### src/rtl/pipeline_stall_ctrl.sv
// Stall/flush controller for the stage shift registers.
// Tracks memory responses, load-use hazards and perf counters.
module pipeline_stall_ctrl #(
  parameter int CNT_WIDTH = 32,
  parameter int REG_W     = 5
) (
  input  logic                 clk,
  input  logic                 reset,
  input  logic                 imem_req,
  input  logic                 imem_resp,
  input  logic                 dmem_req,
  input  logic                 dmem_resp,
  input  logic [REG_W-1:0]     id_rs1,
  input  logic [REG_W-1:0]     id_rs2,
  input  logic                 id_uses_rs1,
  input  logic                 id_uses_rs2,
  input  logic [REG_W-1:0]     ex_rd,
  input  logic                 ex_mem_read,
  input  logic                 ex_br_taken,
  output logic                 load_pc,
  output logic                 load_pipe,
  output logic                 hold_front,
  output logic                 bubble_ex,
  output logic                 flush_front,
  output logic [1:0]           state,
  output logic [CNT_WIDTH-1:0] stall_cycles,
  output logic [CNT_WIDTH-1:0] bubble_count,
  output logic [CNT_WIDTH-1:0] flush_count
);

  localparam logic [1:0] RUN   = 2'd0;
  localparam logic [1:0] IDONE = 2'd1;
  localparam logic [1:0] DDONE = 2'd2;

  logic [1:0] state_q;
  logic [1:0] state_d;
  logic       i_ok;
  logic       d_ok;
  logic       advance;
  logic       lu;
  logic       rs1_hit;
  logic       rs2_hit;
  logic       go;
  logic       sel_br;
  logic       sel_bub;
  logic       sel_run;

  assign state = state_q;

  assign i_ok    = !imem_req | imem_resp | (state_q == IDONE);
  assign d_ok    = !dmem_req | dmem_resp | (state_q == DDONE);
  assign advance = i_ok & d_ok;

  assign rs1_hit = id_uses_rs1 & (id_rs1 == ex_rd);
  assign rs2_hit = id_uses_rs2 & (id_rs2 == ex_rd);
  assign lu      = ex_mem_read & (ex_rd != '0) & (rs1_hit | rs2_hit);

  // One-hot select terms keep the decoder below truly unique
  assign go      = reset & advance;
  assign sel_br  = go & ex_br_taken;
  assign sel_bub = go & !ex_br_taken & lu;
  assign sel_run = go & !ex_br_taken & !lu;

  always_comb begin
    load_pc     = 1'b0;
    load_pipe   = 1'b0;
    hold_front  = 1'b0;
    bubble_ex   = 1'b0;
    flush_front = 1'b0;
    unique case (1'b1)
      sel_br: begin
        load_pipe   = 1'b1;
        load_pc     = 1'b1;
        flush_front = 1'b1;
      end
      sel_bub: begin
        load_pipe  = 1'b1;
        hold_front = 1'b1;
        bubble_ex  = 1'b1;
      end
      sel_run: begin
        load_pipe = 1'b1;
        load_pc   = 1'b1;
      end
      default: ;
    endcase
  end

  always_comb begin
    state_d = state_q;
    if (advance) begin
      state_d = RUN;
    end else begin
      case (state_q)
        RUN: begin
          if (imem_req & imem_resp)
            state_d = IDONE;
          else if (dmem_req & dmem_resp)
            state_d = DDONE;
        end
        IDONE:   state_d = IDONE;
        DDONE:   state_d = DDONE;
        default: state_d = RUN;
      endcase
    end
  end

  always_ff @(posedge clk or negedge reset) begin
    if (!reset) begin
      state_q <= RUN;
    end else begin
      state_q <= state_d;
    end
  end

  // Counters stick at all-ones instead of wrapping
  always_ff @(posedge clk or negedge reset) begin
    if (!reset) begin
      stall_cycles <= '0;
      bubble_count <= '0;
      flush_count  <= '0;
    end else begin
      if (!advance && stall_cycles != '1)
        stall_cycles <= stall_cycles + CNT_WIDTH'(1);
      if (bubble_ex && bubble_count != '1)
        bubble_count <= bubble_count + CNT_WIDTH'(1);
      if (flush_front && flush_count != '1)
        flush_count <= flush_count + CNT_WIDTH'(1);
    end
  end

endmodule

### config.mk
export PLATFORM = sky130hd
export DESIGN_NAME = pipeline_stall_ctrl
export DESIGN_NICKNAME = d
export VERILOG_FILES = /design/src/rtl/pipeline_stall_ctrl.sv
export SDC_FILE = /design/constraint.sdc
export NUM_CORES = 1
export LEC_CHECK = 0
export CORE_ASPECT_RATIO = 1.75
export CORE_MARGIN = 2
export CORE_UTILIZATION = 39
export DETAILED_ROUTE_END_ITERATION = 12
export PLACE_DENSITY = 0.67
export SETUP_SLACK_MARGIN = 0.5
export SLEW_MARGIN = 10
export SYNTH_ARGS = -nofsm -noshare
export SYNTH_HDL_FRONTEND = slang
export SYNTH_SLANG_ARGS = --single-unit
### constraint.sdc
create_clock -name clk -period 2.4 [get_ports clk]
set_input_delay 0.24 -clock clk [delete_from_list [all_inputs] [get_ports clk]]
set_output_delay 0.24 -clock clk [all_outputs]
set_load 0.05 [all_outputs]
==> results_dict.tcl, run 1 <==
set metrics [dict create \
    run_status "finished, final reports clean" \
    insertion_delay_ns 0.35 \
    crit_arrival_ns 1.73 \
    timing.hold.worst.class "input pin to asynchronous set/reset pin" \
    clock_path_buffers 2 \
    n_antenna_cell 0 \
    dieArea_um2 13600 \
    postSynthRegisterBits 98 \
    io_buffers 127 \
    timing_hold_violations_final 0 \
    cts_tree "built" \
    fillerInstances 1004 \
    synth_edf_count 0 \
    grt_use_total 0.203 \
    critPathTopFamily "simple AND/OR/NAND/NOR gates" \
    die_width_um 89.1 \
    regToRegEndpoint "stall_cycles[1]$_DFFE_PN0P_" \
    maxSlewHeadroom 0.485 \
    grt_first_pass_wirelength_um 22200 \
    synth.yosys.warnings 0 \
    post_synth_num_cell_types 49 \
    cts.htree.levels 3 \
    max_clock_freq_ghz 0.509 \
    cap_violations 0 \
    grt_max_degree 59 \
    syn-num-nets 496 \
    drcViolationCount 0 \
    layout-drive-gt1-share 0.390 \
    floorplan.rows 54 \
    postLayoutSetupSlackWorst_ns 0.434 \
    complex_gate_fraction_of_the_synthesized_area 0.0192 \
    core-area_um2 12400 \
    period_needed_ns 1.97 \
    final_net_count 708 \
    worstRegToRegCells 5 \
    worst_path_max_delay_cell "sky130_fd_sc_hd__dfrtp_2" \
    timing.final.setup_violations 0 \
    grt_setup_unrepaired "yes" \
    total_power_mw 4.46 \
    final_cells 853 \
    synth_seq_area_share 0.496 \
    ctsRootBufferMaster "sky130_fd_sc_hd__clkbuf_16" \
    dr.first_iter.drc_count 213 \
    number_of_global_route_vias_before_repair 4507 \
    detail_route.first_pass.iterations 5 \
    ys.flop_type "sky130_fd_sc_hd__dfrtp_1" \
    synth.mux.area_fraction 0.0162 \
    finalCritPeriodShare 0.819 \
    worst_slew_pin_slew_ns 0.773 \
    path_clk_slew_ns 0.07 \
    crit_required_ns 2.16 \
    hpwl_um 9430 \
    asyncSetResetFlopFracSynth 1.00 \
    tritoncts_num_sinks 98 \
    detail-route-antenna-nets 0 \
    rrSetupSlack_ns 0.48 \
    placed_cells 775 \
    sum_of_routed_wire_length_over_all_layers_um 14200 \
    dieHeight_um 153 \
    slowest_stage_delay_cp_ns 0.45 \
    synth.cell_area_um2 4940 \
    initial_core_util 0.398 \
    power.density_cell_area_nw_per_um2 551 \
    vias 4447 \
    reg2reg_launch_point "stall_cycles[5]$_DFFE_PN0P_" \
    synth_xor_area_frac 0.170 \
    path_buf_inv 3 \
    timing.setup.critical_path_class "register to primary output" \
    post_synth_inst_count 468 \
    post_synth_and_or_nand_nor_area_fraction 0.276 \
    cts_inserted_buffers 9 \
    main_combinational_cell_family_by_area_after_synthesis "simple AND/OR/NAND/NOR gates" \
    setup.worst_path.end_class "primary output" \
    post_synth_fa_ha_maj_area_fraction 0.00759 \
    syn2layout_area_growth_pct 63.7 \
    path_max_fanout 4 \
    grt_overflow_total 0 \
    post_drt_wl_per_cell_um 16.6 \
    place.gp.congestion 0.841 \
    drv_slew 0 \
    ir_worst_vdd_mv 0.348 \
    finalClockSkew_ns 0.0162 \
    ios 128 \
    routed_via_density 5.21 \
    critical_path.startpoint_type "register" \
    syn-mean-instance-area_um2 10.6 \
    worstPathCellList "nor3b_4, or2_4, nand4_4, buf_8, inv_8, buf_12" \
    number_of_antenna_violations_at_the_first_check_in_global_routing 0 \
    dp_worst_setup_slack_ns -0.239 \
    power_leakage_nw 3.83 \
    hold-worst-slack_ns 0.313 \
]
-- metal layers --
layer,vias to the layer above,GRT usage,share of wire
li1,2085,-,-
met1,2212,0.249,0.39
met2,130,0.347,0.55
met3,20,0.0383,0.036
met4,0,0.0739,0.023
met5,-,0,0
-- through the flow --
stage,TNS (ns),area [um2],util
4_1_cts,0,7580,0.610
6_report,0,8100,0.651
3_5_place_dp,-2.27,6860,0.552
3_3_place_gp,-1.41,6860,0.552
5_1_grt,0,8100,0.651
2_1_floorplan,0,5280,-
-- cell usage after synthesis, types with 2 or more instances --
master / count / area (um2)
sky130_fd_sc_hd__o21a_1: 3 / 22.5
sky130_fd_sc_hd__nand4_1: 30 / 188
sky130_fd_sc_hd__inv_1: 6 / 22.5
sky130_fd_sc_hd__and4_2: 2 / 20.0
sky130_fd_sc_hd__mux2i_1: 2 / 20.0
sky130_fd_sc_hd__mux2_2: 4 / 45.0
sky130_fd_sc_hd__and2_1: 5 / 31.3
sky130_fd_sc_hd__nor4_1: 8 / 50.1
sky130_fd_sc_hd__nor2_1: 30 / 113
sky130_fd_sc_hd__o21ai_0: 2 / 10.0
sky130_fd_sc_hd__nand4_4: 3 / 63.8
sky130_fd_sc_hd__nand2b_1: 3 / 18.8
sky130_fd_sc_hd__nor4b_1: 3 / 26.3
sky130_fd_sc_hd__nor3b_1: 4 / 30.0
sky130_fd_sc_hd__dfrtp_1: 98 / 2450
sky130_fd_sc_hd__and4_1: 16 / 140
sky130_fd_sc_hd__nand4b_1: 2 / 17.5
sky130_fd_sc_hd__nor3_1: 18 / 90.1
sky130_fd_sc_hd__xor2_1: 37 / 324
sky130_fd_sc_hd__xnor2_1: 59 / 517
sky130_fd_sc_hd__buf_2: 3 / 15.0
sky130_fd_sc_hd__and3_1: 12 / 75.1
sky130_fd_sc_hd__ha_1: 3 / 37.5
sky130_fd_sc_hd__a21oi_1: 3 / 15.0
sky130_fd_sc_hd__nand2_1: 46 / 173
sky130_fd_sc_hd__nand3_1: 38 / 190
sky130_fd_sc_hd__clkbuf_1: 4 / 15.0
sky130_fd_sc_hd__and4_4: 2 / 22.5
sky130_fd_sc_hd__nor2b_1: 2 / 12.5
-- area by class of cell --
| cell class | count | area [um2] | share of cell area |
|---|---|---|---|
| flip-flops and latches | 98 | 2540 | 0.314 |
| clock buffers | 11 | 233 | 0.0287 |
| clock inverters | 5 | 38.8 | 0.00479 |
| inverters | 6 | 30.0 | 0.00371 |
| well taps | 168 | 210 | 0.0260 |
| repair buffers | 211 | 2110 | 0.260 |
| multi-input cells | 354 | 2940 | 0.363 |
-- sequential cells by signal, summed over array words and instances, names as in the netlist --
signal        flops
bubble_count     32
flush_count      32
stall_cycles     32
state             2
-- power by group --
part / switching (mW) / internal [mW]
Sequential: 0.145 / 1.77
Clock: 0.644 / 0.710
Combinational: 0.666 / 0.530
-- cells in the final DEF, fill, tap and decap left out, drive strengths merged, types with 2 or more instances in the layout --
| master | count |
|---|---|
| inv | 7 |
| mux2 | 5 |
| nand3 | 38 |
| or4 | 3 |
| clkdlybuf4s50 | 81 |
| and4 | 20 |
| and2 | 6 |
| dlymetal6s2s | 25 |
| xnor2 | 59 |
| clkinv | 3 |
| a21oi | 3 |
| ha | 3 |
| buf | 87 |
| nand4 | 34 |
| a21boi | 2 |
| nor4b | 4 |
| clkbuf | 12 |
| nor2 | 30 |
| dlygate4sd2 | 15 |
| xor2 | 37 |
| nor4 | 9 |
| nor2b | 2 |
| o21a | 3 |
| nor3 | 18 |
| nand4b | 2 |
| and3 | 13 |
| dfrtp | 98 |
| o21ai | 2 |
| mux2i | 2 |
| nand2b | 3 |
| nor3b | 5 |
| nand2 | 46 |
-- cells by family (layout without fill, tap and decap cells) --
logic type / after synthesis / count (layout)
compound gates: 14 / 14
xor+xnor: 96 / 96
fa+ha+maj: 3 / 3
buf+inv: 16 / 233
flops: 98 / 98
mux: 7 / 7
simple gates: 234 / 234
-- timing repair --
item	CTS	global route
endpoints found under the hold margin	22	0
gates cloned	0	1
resized for setup	55	77
setup endpoints to repair	88	104
pin swaps	15	41
setup buffers	34	25
hold buffers	2	0
-- how the worst max path moves through the flow --
stage / from / end / slack, ns / depth (start not counted)
CTS: state[0]$_DFFE_PN0P_ / hold_front / 0.43 / 7
detailed placement: ex_rd[0] / bubble_count[20]$_DFFE_PN0P_ / -0.24 / 8
finish: state[1]$_DFFE_PN0P_ / hold_front / 0.43 / 6
global placement: ex_rd[0] / bubble_count[20]$_DFFE_PN0P_ / -0.18 / 8
global route: flush_count[2]$_DFFE_PN0P_ / flush_count[31]$_DFFE_PN0P_ / 0.35 / 7
floorplan: stall_cycles[27]$_DFFE_PN0P_ / stall_cycles[1]$_DFFE_PN0P_ / 0.21 / 6
Power figures use the tool's default switching activity.
==> inputs of run 2 (changes only) <==
--- a/config.mk
+++ b/config.mk
@@ -9,7 +9,7 @@
 export CORE_MARGIN = 2
 export CORE_UTILIZATION = 39
 export DETAILED_ROUTE_END_ITERATION = 12
-export PLACE_DENSITY = 0.67
+export PLACE_DENSITY = 0.7
 export SETUP_SLACK_MARGIN = 0.5
 export SLEW_MARGIN = 10
 export SYNTH_ARGS = -nofsm -noshare
==> constraint.sdc (replaced) <==
create_clock -name clk -period 1.7 [get_ports clk]
set_input_delay 0.17 -clock clk [delete_from_list [all_inputs] [get_ports clk]]
set_output_delay 0.17 -clock clk [all_outputs]
set_load 0.05 [all_outputs]
==> run 2 against run 1 <==
Against the previous run: the run now ends with negative setup slack left; sequential power is 41% higher; critical path depth grew 2; register-to-register slack worse by 1.0 ns; die area stayed put; flip-flop and latch count did not move; design area increased by 35%; clock power up 61%; core utilization increased by 23 points; critical path type is now register to register.
==> results_dict.tcl, run 2 (synthesis gave the netlist of run 1 again) <==
set metrics [dict create \
    die_width_um 89.1 \
    power.density_cell_area_nw_per_um2 684 \
    detail-route-antenna-nets 0 \
    cts.htree.levels 3 \
    syn2layout_area_growth_pct 122 \
    core-area_um2 12400 \
    timing.setup.critical_path_class "register to register" \
    clock_path_buffers 2 \
    cap_violations 0 \
    io_buffers 127 \
    dieArea_um2 13600 \
    switchingPower_mw 2.55 \
    clockPowerShare 0.291 \
    hpwl_um 11400 \
    tns_ns -26.67 \
    worst_slew_pin_slew_ns 0.789 \
    power.internal_mw 4.95 \
    crit_arrival_ns 2.48 \
    final_net_count 886 \
    place.gp.congestion 0.857 \
    timing.final.setup_violations 101 \
    sw_frac_of_total 0.340 \
    post_drt_wl_per_cell_um 24.3 \
    routed_via_density 5.64 \
    dp_worst_setup_slack_ns -0.667 \
    grt_overflow_total 0 \
    period_needed_ns 2.22 \
    timing.hold.worst.class "input pin to asynchronous set/reset pin" \
    insertion_delay_ns 0.37 \
    fillerInstances 470 \
    initial_core_util 0.398 \
    run_status "finished, violations left" \
    layout-drive-gt1-share 0.708 \
    n_antenna_cell 0 \
    tritoncts_num_sinks 98 \
    maxSlewHeadroom 0.474 \
    path_clk_slew_ns 0.07 \
    postLayoutSetupSlackWorst_ns -0.519 \
    finalInstanceArea_um2 11000 \
    grt_max_degree 59 \
    timing_hold_violations_final 0 \
    floorplan.rows 54 \
    max_clock_freq_ghz 0.451 \
    detail_route.first_pass.iterations 7 \
    power_frac_seq 0.360 \
    highest_count_cells_in_the_layout_ignoring_fill_and_taps "140 x sky130_fd_sc_hd__buf_6, 123 x sky130_fd_sc_hd__buf_4, 83 x sky130_fd_sc_hd__buf_8, 78 x sky130_fd_sc_hd__dfrtp_2, 45 x sky130_fd_sc_hd__xnor2_1" \
    grt_use_total 0.262 \
    crit_required_ns 1.96 \
    placed_area_um2 7910 \
    drcViolationCount 0 \
    grt_setup_unrepaired "yes" \
    number_of_antenna_violations_at_the_first_check_in_global_routing 0 \
    dieHeight_um 153 \
    finalCritPeriodShare 1.31 \
    ctsRootBufferMaster "sky130_fd_sc_hd__clkbuf_16" \
    path_max_fanout 5 \
    cts_tree "built" \
    layout_commonest_cell "sky130_fd_sc_hd__buf_6" \
    final_cells 1031 \
    vias 5812 \
    ios 128 \
    violations "negative setup slack" \
    grt_first_pass_wirelength_um 28000 \
    number_of_global_route_vias_before_repair 5585 \
    power_share_of_the_combinational_group 0.349 \
    dr.first_iter.drc_count 358 \
    critical_path.startpoint_type "register" \
    sum_of_routed_wire_length_over_all_layers_um 25100 \
    placed_cells 912 \
    drv_slew 0 \
    power_leakage_nw 5.17 \
    setup.worst_path.end_class "register" \
    biggestRegsByFlops "bubble_count x32, flush_count x32, stall_cycles x32" \
    cts_inserted_buffers 9 \
    ir_worst_vdd_mv 0.613 \
    finalClockSkew_ns 0.00888 \
]
run 2: cell count changes in the layout (fill, tap and decap cells not counted), moves of 16 or more:
cell / delta
sky130_fd_sc_hd__clkdlybuf4s50_1: -67
sky130_fd_sc_hd__buf_6: +125
sky130_fd_sc_hd__nor2_1: -20
sky130_fd_sc_hd__nor2_4: +16
sky130_fd_sc_hd__dlymetal6s2s_1: -23
sky130_fd_sc_hd__buf_4: +59
sky130_fd_sc_hd__buf_8: +82
run 2: power groups by stage:
stage / clock [mW] / sequential, mW / combinational, mW
after global routing: 2.27 / 2.70 / 2.69
final: 2.18 / 2.69 / 2.62
after floorplan: 0 / 3.22 / 0.378
after global placement: 0 / 2.66 / 1.69
after detailed placement: 0 / 2.67 / 1.72
after CTS: 2.13 / 2.64 / 2.18
run 2: timing repair:
item | CTS | global route
setup buffers | 30 | 70
endpoints found under the setup margin | 190 | 187
hold endpoints to repair | 40 | 0
hold buffers | 1 | 0
pin swaps | 60 | 103
cloned | 0 | 2
resized for setup | 358 | 125
run 2: layer usage:
layer,GRT usage,vias to the layer above,routed length (um)
met4,0.0974,0,1280
met2,0.495,290,14100
li1,-,2457,-
met3,0.0427,106,1270
met1,0.277,2959,8460
met5,0,-,0
run 2: final timing paths:
check                                                 start                           end  slack, ns  cells after the start
worst min register to register  flush_count[16]$_DFFE_PN0P_   flush_count[16]$_DFFE_PN0P_       0.48                      1
worst max register to register  stall_cycles[3]$_DFFE_PN0P_  stall_cycles[30]$_DFFE_PN0P_      -0.52                      8
min in group clk                                   imem_req          state[1]$_DFFE_PN0P_       0.18                      3
worst min-delay path                                  reset   stall_cycles[0]$_DFFE_PN0P_       0.03                      2
max in group asynchronous                             reset    flush_count[2]$_DFFE_PN0P_       0.99                      3
worst max-delay path            stall_cycles[3]$_DFFE_PN0P_  stall_cycles[30]$_DFFE_PN0P_      -0.52                      8
run 2: cell type report:
class,instances,area (um2),area share
repair buffers,389,4370,0.399
multi-input cells,354,3490,0.318
flip-flops and latches,98,2550,0.233
clock buffers,11,243,0.0222
well taps,168,210,0.0192
clock inverters,5,53.8,0.00491
inverters,6,37.5,0.00343
run 2: metrics by stage:
| stage | hold WS [ns] | power, mW | util |
|---|---|---|---|
| after global routing | 0.0968 | 7.66 | 0.881 |
| after detailed placement | 0.211 | 4.40 | 0.636 |
| after global placement | 0.206 | 4.35 | 0.636 |
| final | 0.0305 | 7.49 | 0.881 |
| after floorplan | -0.126 | 3.60 | - |
| after CTS | 0.0484 | 6.96 | 0.787 |
run 2: worst max-delay path, stage by stage, from the launching register on:
cell	delay, ns
sky130_fd_sc_hd__dfrtp_2	0.41
sky130_fd_sc_hd__and4_4	0.27
sky130_fd_sc_hd__nand4_4	0.09
sky130_fd_sc_hd__buf_6	0.14
sky130_fd_sc_hd__nor4b_4	0.34
sky130_fd_sc_hd__o21a_1	0.23
sky130_fd_sc_hd__buf_6	0.15
sky130_fd_sc_hd__nand4_1	0.17
sky130_fd_sc_hd__xnor2_1	0.29
==> inputs of run 3 (changes only) <==
--- a/config.mk
+++ b/config.mk
@@ -9,6 +9,7 @@
 export CORE_MARGIN = 2
 export CORE_UTILIZATION = 39
 export DETAILED_ROUTE_END_ITERATION = 12
+export GPL_ROUTABILITY_DRIVEN = 0
 export PLACE_DENSITY = 0.7
 export SETUP_SLACK_MARGIN = 0.5
 export SLEW_MARGIN = 10
==> results of run 3 <==
The final DEF is identical to that of run 2; final timing and power are the same.
